==> src/rtl/instr_predecode.sv <==
// Opcode predecode and interrupt sequencer: latches fetched opcodes, synchronises
// NMI/IRQ pins and substitutes a forced BRK (0x00) when RST/NMI/IRQ is pending.
//
// Ports:
//   phi2, rst                  clock, async active-high reset
//   RDY, SYNC                  fetch qualifier (fetch = SYNC & RDY)
//   dataIn                     opcode byte from the external bus
//   nmi_n, irq_n, iFlag        interrupt pins and I flag
//   intDone                    end of a BRK/interrupt sequence
//   opcodeOut, opcodeValid     opcode to control FSM, one-cycle load pulse
//   intSrc, intActive          active sequence source and service flag
//   nmi, irq, rst_o            pending flags to the control FSM
module instr_predecode (
  input  logic       phi2,
  input  logic       rst,
  input  logic       RDY,
  input  logic       SYNC,
  input  logic [7:0] dataIn,
  input  logic       nmi_n,
  input  logic       irq_n,
  input  logic       iFlag,
  input  logic       intDone,
  output logic [7:0] opcodeOut,
  output logic       opcodeValid,
  output logic [1:0] intSrc,
  output logic       intActive,
  output logic       nmi,
  output logic       irq,
  output logic       rst_o
);

  typedef enum logic {
    IDLE    = 1'b0,
    SERVICE = 1'b1
  } state_e;

  localparam logic [1:0] SRC_NONE = 2'b00;
  localparam logic [1:0] SRC_IRQ  = 2'b01;
  localparam logic [1:0] SRC_NMI  = 2'b10;
  localparam logic [1:0] SRC_RST  = 2'b11;

  state_e     state_q, state_d;
  logic       nmi_s1_q, nmi_s2_q, nmi_s3_q;
  logic       irq_s1_q, irq_s2_q;
  logic       nmi_lat_q, nmi_lat_d;
  logic       rst_pend_q, rst_pend_d;
  logic [7:0] opcode_q, opcode_d;
  logic [1:0] src_q, src_d;
  logic       valid_q, valid_d;

  logic fetch;
  logic nmi_fall;
  logic irq_req;
  logic done;
  logic open_win;
  logic rst_after;
  logic take;
  logic acc_rst;
  logic acc_nmi;
  logic acc_irq;

  // Synchronisers and all state registers
  always_ff @(posedge phi2 or posedge rst) begin
    if (rst) begin
      state_q    <= SERVICE;
      nmi_s1_q   <= 1'b1;
      nmi_s2_q   <= 1'b1;
      nmi_s3_q   <= 1'b1;
      irq_s1_q   <= 1'b1;
      irq_s2_q   <= 1'b1;
      nmi_lat_q  <= 1'b0;
      rst_pend_q <= 1'b1;
      opcode_q   <= 8'h00;
      src_q      <= SRC_RST;
      valid_q    <= 1'b0;
    end else begin
      state_q    <= state_d;
      nmi_s1_q   <= nmi_n;
      nmi_s2_q   <= nmi_s1_q;
      nmi_s3_q   <= nmi_s2_q;
      irq_s1_q   <= irq_n;
      irq_s2_q   <= irq_s1_q;
      nmi_lat_q  <= nmi_lat_d;
      rst_pend_q <= rst_pend_d;
      opcode_q   <= opcode_d;
      src_q      <= src_d;
      valid_q    <= valid_d;
    end
  end

  // Qualifiers. intDone is handled before the fetch in the same edge,
  // so a coinciding fetch sees the machine as already back in IDLE.
  always_comb begin
    fetch     = SYNC & RDY;
    nmi_fall  = nmi_s3_q & ~nmi_s2_q;
    irq_req   = ~irq_s2_q & ~iFlag;
    done      = (state_q == SERVICE) & intDone & RDY;
    open_win  = (state_q == IDLE) | done;
    rst_after = rst_pend_q & ~(done & (src_q == SRC_RST));
    take      = fetch & open_win;
    acc_rst   = take & rst_after;
    acc_nmi   = take & ~rst_after & nmi_lat_q;
    acc_irq   = take & ~rst_after & ~nmi_lat_q & irq_req;
  end

  // Next state
  always_comb begin
    state_d = state_q;
    if (acc_rst | acc_nmi | acc_irq)
      state_d = SERVICE;
    else if (take | done)
      state_d = IDLE;
  end

  // Datapath and pending flags
  always_comb begin
    opcode_d   = opcode_q;
    src_d      = src_q;
    valid_d    = fetch;
    rst_pend_d = rst_after & ~acc_rst;
    // a new edge in the same cycle as acceptance keeps the latch set
    nmi_lat_d  = (nmi_lat_q & ~acc_nmi) | nmi_fall;
    if (take) begin
      unique case (1'b1)
        acc_rst: begin
          opcode_d = 8'h00;
          src_d    = SRC_RST;
        end
        acc_nmi: begin
          opcode_d = 8'h00;
          src_d    = SRC_NMI;
        end
        acc_irq: begin
          opcode_d = 8'h00;
          src_d    = SRC_IRQ;
        end
        default: begin
          opcode_d = dataIn;
          src_d    = SRC_NONE;
        end
      endcase
    end else if (done) begin
      src_d = SRC_NONE;
    end
  end

  // Outputs
  always_comb begin
    intActive   = (state_q == SERVICE);
    opcodeOut   = opcode_q;
    opcodeValid = valid_q;
    intSrc      = src_q;
    nmi         = nmi_lat_q;
    irq         = irq_req;
    rst_o       = rst_pend_q;
  end

endmodule
==> config.mk <==
export PLATFORM = sky130hd
export DESIGN_NAME = instr_predecode
export DESIGN_NICKNAME = d
export VERILOG_FILES = /design/src/rtl/instr_predecode.sv
export SDC_FILE = /design/constraint.sdc
export NUM_CORES = 1
export LEC_CHECK = 0
export CAP_MARGIN = 25
export CORE_MARGIN = 8
export CORE_UTILIZATION = 26
export CTS_CLUSTER_DIAMETER = 40
export DETAILED_ROUTE_END_ITERATION = 12
export SETUP_SLACK_MARGIN = 0.02
export SYNTH_ARGS = -nofsm -noshare
export SYNTH_HDL_FRONTEND = slang
export SYNTH_SLANG_ARGS = --single-unit
==> constraint.sdc <==
create_clock -name phi2 -period 1.5 [get_ports phi2]
set_input_delay 0.375 -clock phi2 [delete_from_list [all_inputs] [get_ports phi2]]
set_output_delay 0.375 -clock phi2 [all_outputs]
set_load 0.02 [all_outputs]
==> impl_metrics.tcl <==
set metrics [dict create \
    status "finished, final reports clean" \
    yosys.area.top_type "dfrtp_1" \
    fillCellCount 270 \
    pwr_density_cell_nw_per_um2 1000 \
    top_layer_used "met4" \
    place_ws_ns -0.419 \
    path_cells "clkdlybuf4s50_1 > nand3_2 > a2111o_1 > o2bb2ai_1" \
    worst_slew_pin_slew_ns 0.311 \
    coreArea_um2 2780 \
    yosysSeqAreaShare_pct 63.4 \
    hp-class "flip-flop to flip-flop" \
    fin_skew_ns 0.00350 \
    ys_seq_elements 19 \
    initial_utilization_pct 27.6 \
    setup_slack_ns 0.0134 \
    die_w_um 70.4 \
    start_kind "input pin" \
    drc 0 \
    wl_per_cell_um 14.1 \
    cts_max_level 1 \
    critPathTopFamily "compound AO/OA/AOI/OAI gates" \
    async_flop_share_pct 100 \
    ys_types 21 \
    boundaryPins 31 \
    vias 673 \
    peakVddDrop_uv 534 \
    grt-ovfl-total 0 \
    worstPathRequired_ns 1.72 \
    timing.rr.end "opcodeOut[3]" \
    detail-route-antenna-nets 0 \
    synthCells 65 \
    die_h_um 70.4 \
    num_rows 19 \
    crit_path_end "opcodeOut[3]" \
    clk_latency_ns 0.29 \
    total_power_w 0.00125 \
    p_leak_nw 0.592 \
    crit_start "RDY" \
    gp_congestion 0.800 \
    synth_edf_count 0 \
    antenna_cells 0 \
    dieArea_um2 4950 \
    syn2layout_area_growth_pct 61.6 \
    yosys_warnings 0 \
    rsz0062_at_grt "true" \
    slowest_stage "a2111o_1" \
    critPathBufInv 1 \
    setup_tns_ns 0 \
    post_route_cells_drive_above_1_share_pct 33.9 \
    endpoint_kind "flip-flop" \
    nets 129 \
    grt_use_total_pct 8.27 \
    drt_pass1_iterations 4 \
    grt_pass1_vias 806 \
    max_stage_delay_ns 0.56 \
    grt_max_degree 20 \
    critPathKind "input pin to flip-flop" \
    critical_path_depth 4 \
    reg2reg_from "irq_s2_q" \
    post-dp-hpwl_um 1550 \
    clock-root-buffer "clkbuf_4" \
    viasPerCell 4.71 \
    routed_wl_um 2010 \
    antenna_found_initial 0 \
    final_core_util_pct 44.6 \
    slew_headroom_pct 79.2 \
    dr_wl_met2_um 996 \
    synth.most_common_cell "dfrtp_1" \
    rr_worst_depth 4 \
    worstPathArrival_ns 1.70 \
    slew_viol_final 0 \
    grt_pass1_wl_um 3470 \
    portBuffers 30 \
    netlist.area_leader.share_pct 32.6 \
    rrSetupSlack_ns 0.02 \
    min_period_over_period_pct 99.1 \
    cts.sinks 19 \
    wl_met1_um 833 \
    crit_fanout 8 \
    drt_iter0_drc 18 \
    synth_ff_type "dfrtp_1" \
    hold_depth 0 \
    synth_nets 81 \
    cts_tree "built" \
    clk_path_buf_depth 2 \
    cap_violations 0 \
    synth_area_per_cell_um2 11.8 \
    clk_pin_slew_ns 0.10 \
    synth_area_um2 768 \
    setup_violations 0 \
    fin_crit_ns 1.49 \
    max_freq_mhz 673 \
    synth_common_cells "dfrtp_1 (10), dfstp_2 (9), nand3_1 (9)" \
    synth.top_cells.by_area "dfrtp_1 (33%), dfstp_2 (31%), o2bb2ai_1 (9.1%), nand3_1 (5.9%), nand2_1 (3.9%)" \
    hold_viol 0 \
    cts-buffers-inserted 3 \
    route.met3.wl_um 172 \
]
## stage by stage
| step | cell area (µm²) | std cells | hold WS, ns |
|---|---|---|---|
| 2_1_floorplan | 768 | 65 | 0.320 |
| 6_report | 1240 | 143 | 0.361 |
| 3_5_place_dp | 1210 | 137 | 0.347 |
| 3_3_place_gp | 1210 | 137 | 0.346 |
| 5_1_grt | 1240 | 143 | 0.367 |
| 4_1_cts | 1220 | 142 | 0.362 |
## final cells by class
type	count	area, µm²	area share, %
Timing Repair Buffer	45	397	32.0
Inverter	5	18.8	1.51
Multi-Input combinational cell	39	274	22.1
Clock buffer	4	26.3	2.12
Tap cell	31	38.8	3.13
Sequential cell	19	487	39.2
## placed cells by master, fill, tap and decap left out, types with 2 or more instances in the layout
cell type         n
buf_2             4
a22oi_1           2
clkbuf_4          3
clkdlybuf4s50_1  13
nand3_1           9
buf_4            14
inv_1             4
nand2_1           8
dfstp_2           9
dlygate4sd2_1    10
o2bb2ai_1         7
dfrtp_1          10
## worst min-delay path by stage
stage / from / end / slack [ns]
after global routing: irq_s1_q / irq_s2_q / 0.37
after CTS: nmi_s1_q / nmi_s2_q / 0.36
after global placement: irq_s1_q / irq_s2_q / 0.35
after floorplan: rst / nmi / 0.32
after detailed placement: nmi_s1_q / nmi_s2_q / 0.35
final: nmi_s1_q / nmi_s2_q / 0.36
## power by group
group	switching, W	leakage [nW]	total [W]	internal, W
sequential	0.0000437	0.226	0.000631	0.000588
combinational	0.000189	0.351	0.000368	0.000179
clock	0.000144	0.0150	0.000247	0.000103
total	0.000376	0.592	0.00125	0.000870
## logic make-up (layout without fill, tap and decap cells)
kind of cell           Yosys count  after routing  share of synthesized area (%)
flip-flops                      19             19                           63.4
AO/OA/AOI/OAI                   18             18                           19.5
AND/OR/NAND/NOR                 21             21                           13.4
buffers and inverters            7             54                           3.74
## routing by layer
metal | vias to the layer above | track usage [%]
met4 | 0 | 2.68
met1 | 320 | 8.55
met5 | - | 0
met3 | 2 | 3.53
met2 | 21 | 14.6
li1 | 330 | -
## flip-flops by register name, summed over array words and instances (netlist names)
name,cells
opcodeValid,1
nmi_s2_q,1
irq_s2_q,1
nmi,1
intActive,1
intSrc,2
nmi_s3_q,1
rst_o,1
opcodeOut,8
irq_s1_q,1
nmi_s1_q,1
## repair_timing
action	in CTS	in global routing
endpoints found under the setup margin	23	14
resized for setup	33	8
hold buffers	0	0
pin swaps	3	3
buffers inserted	2	1
Power figures use the tool's default switching activity.
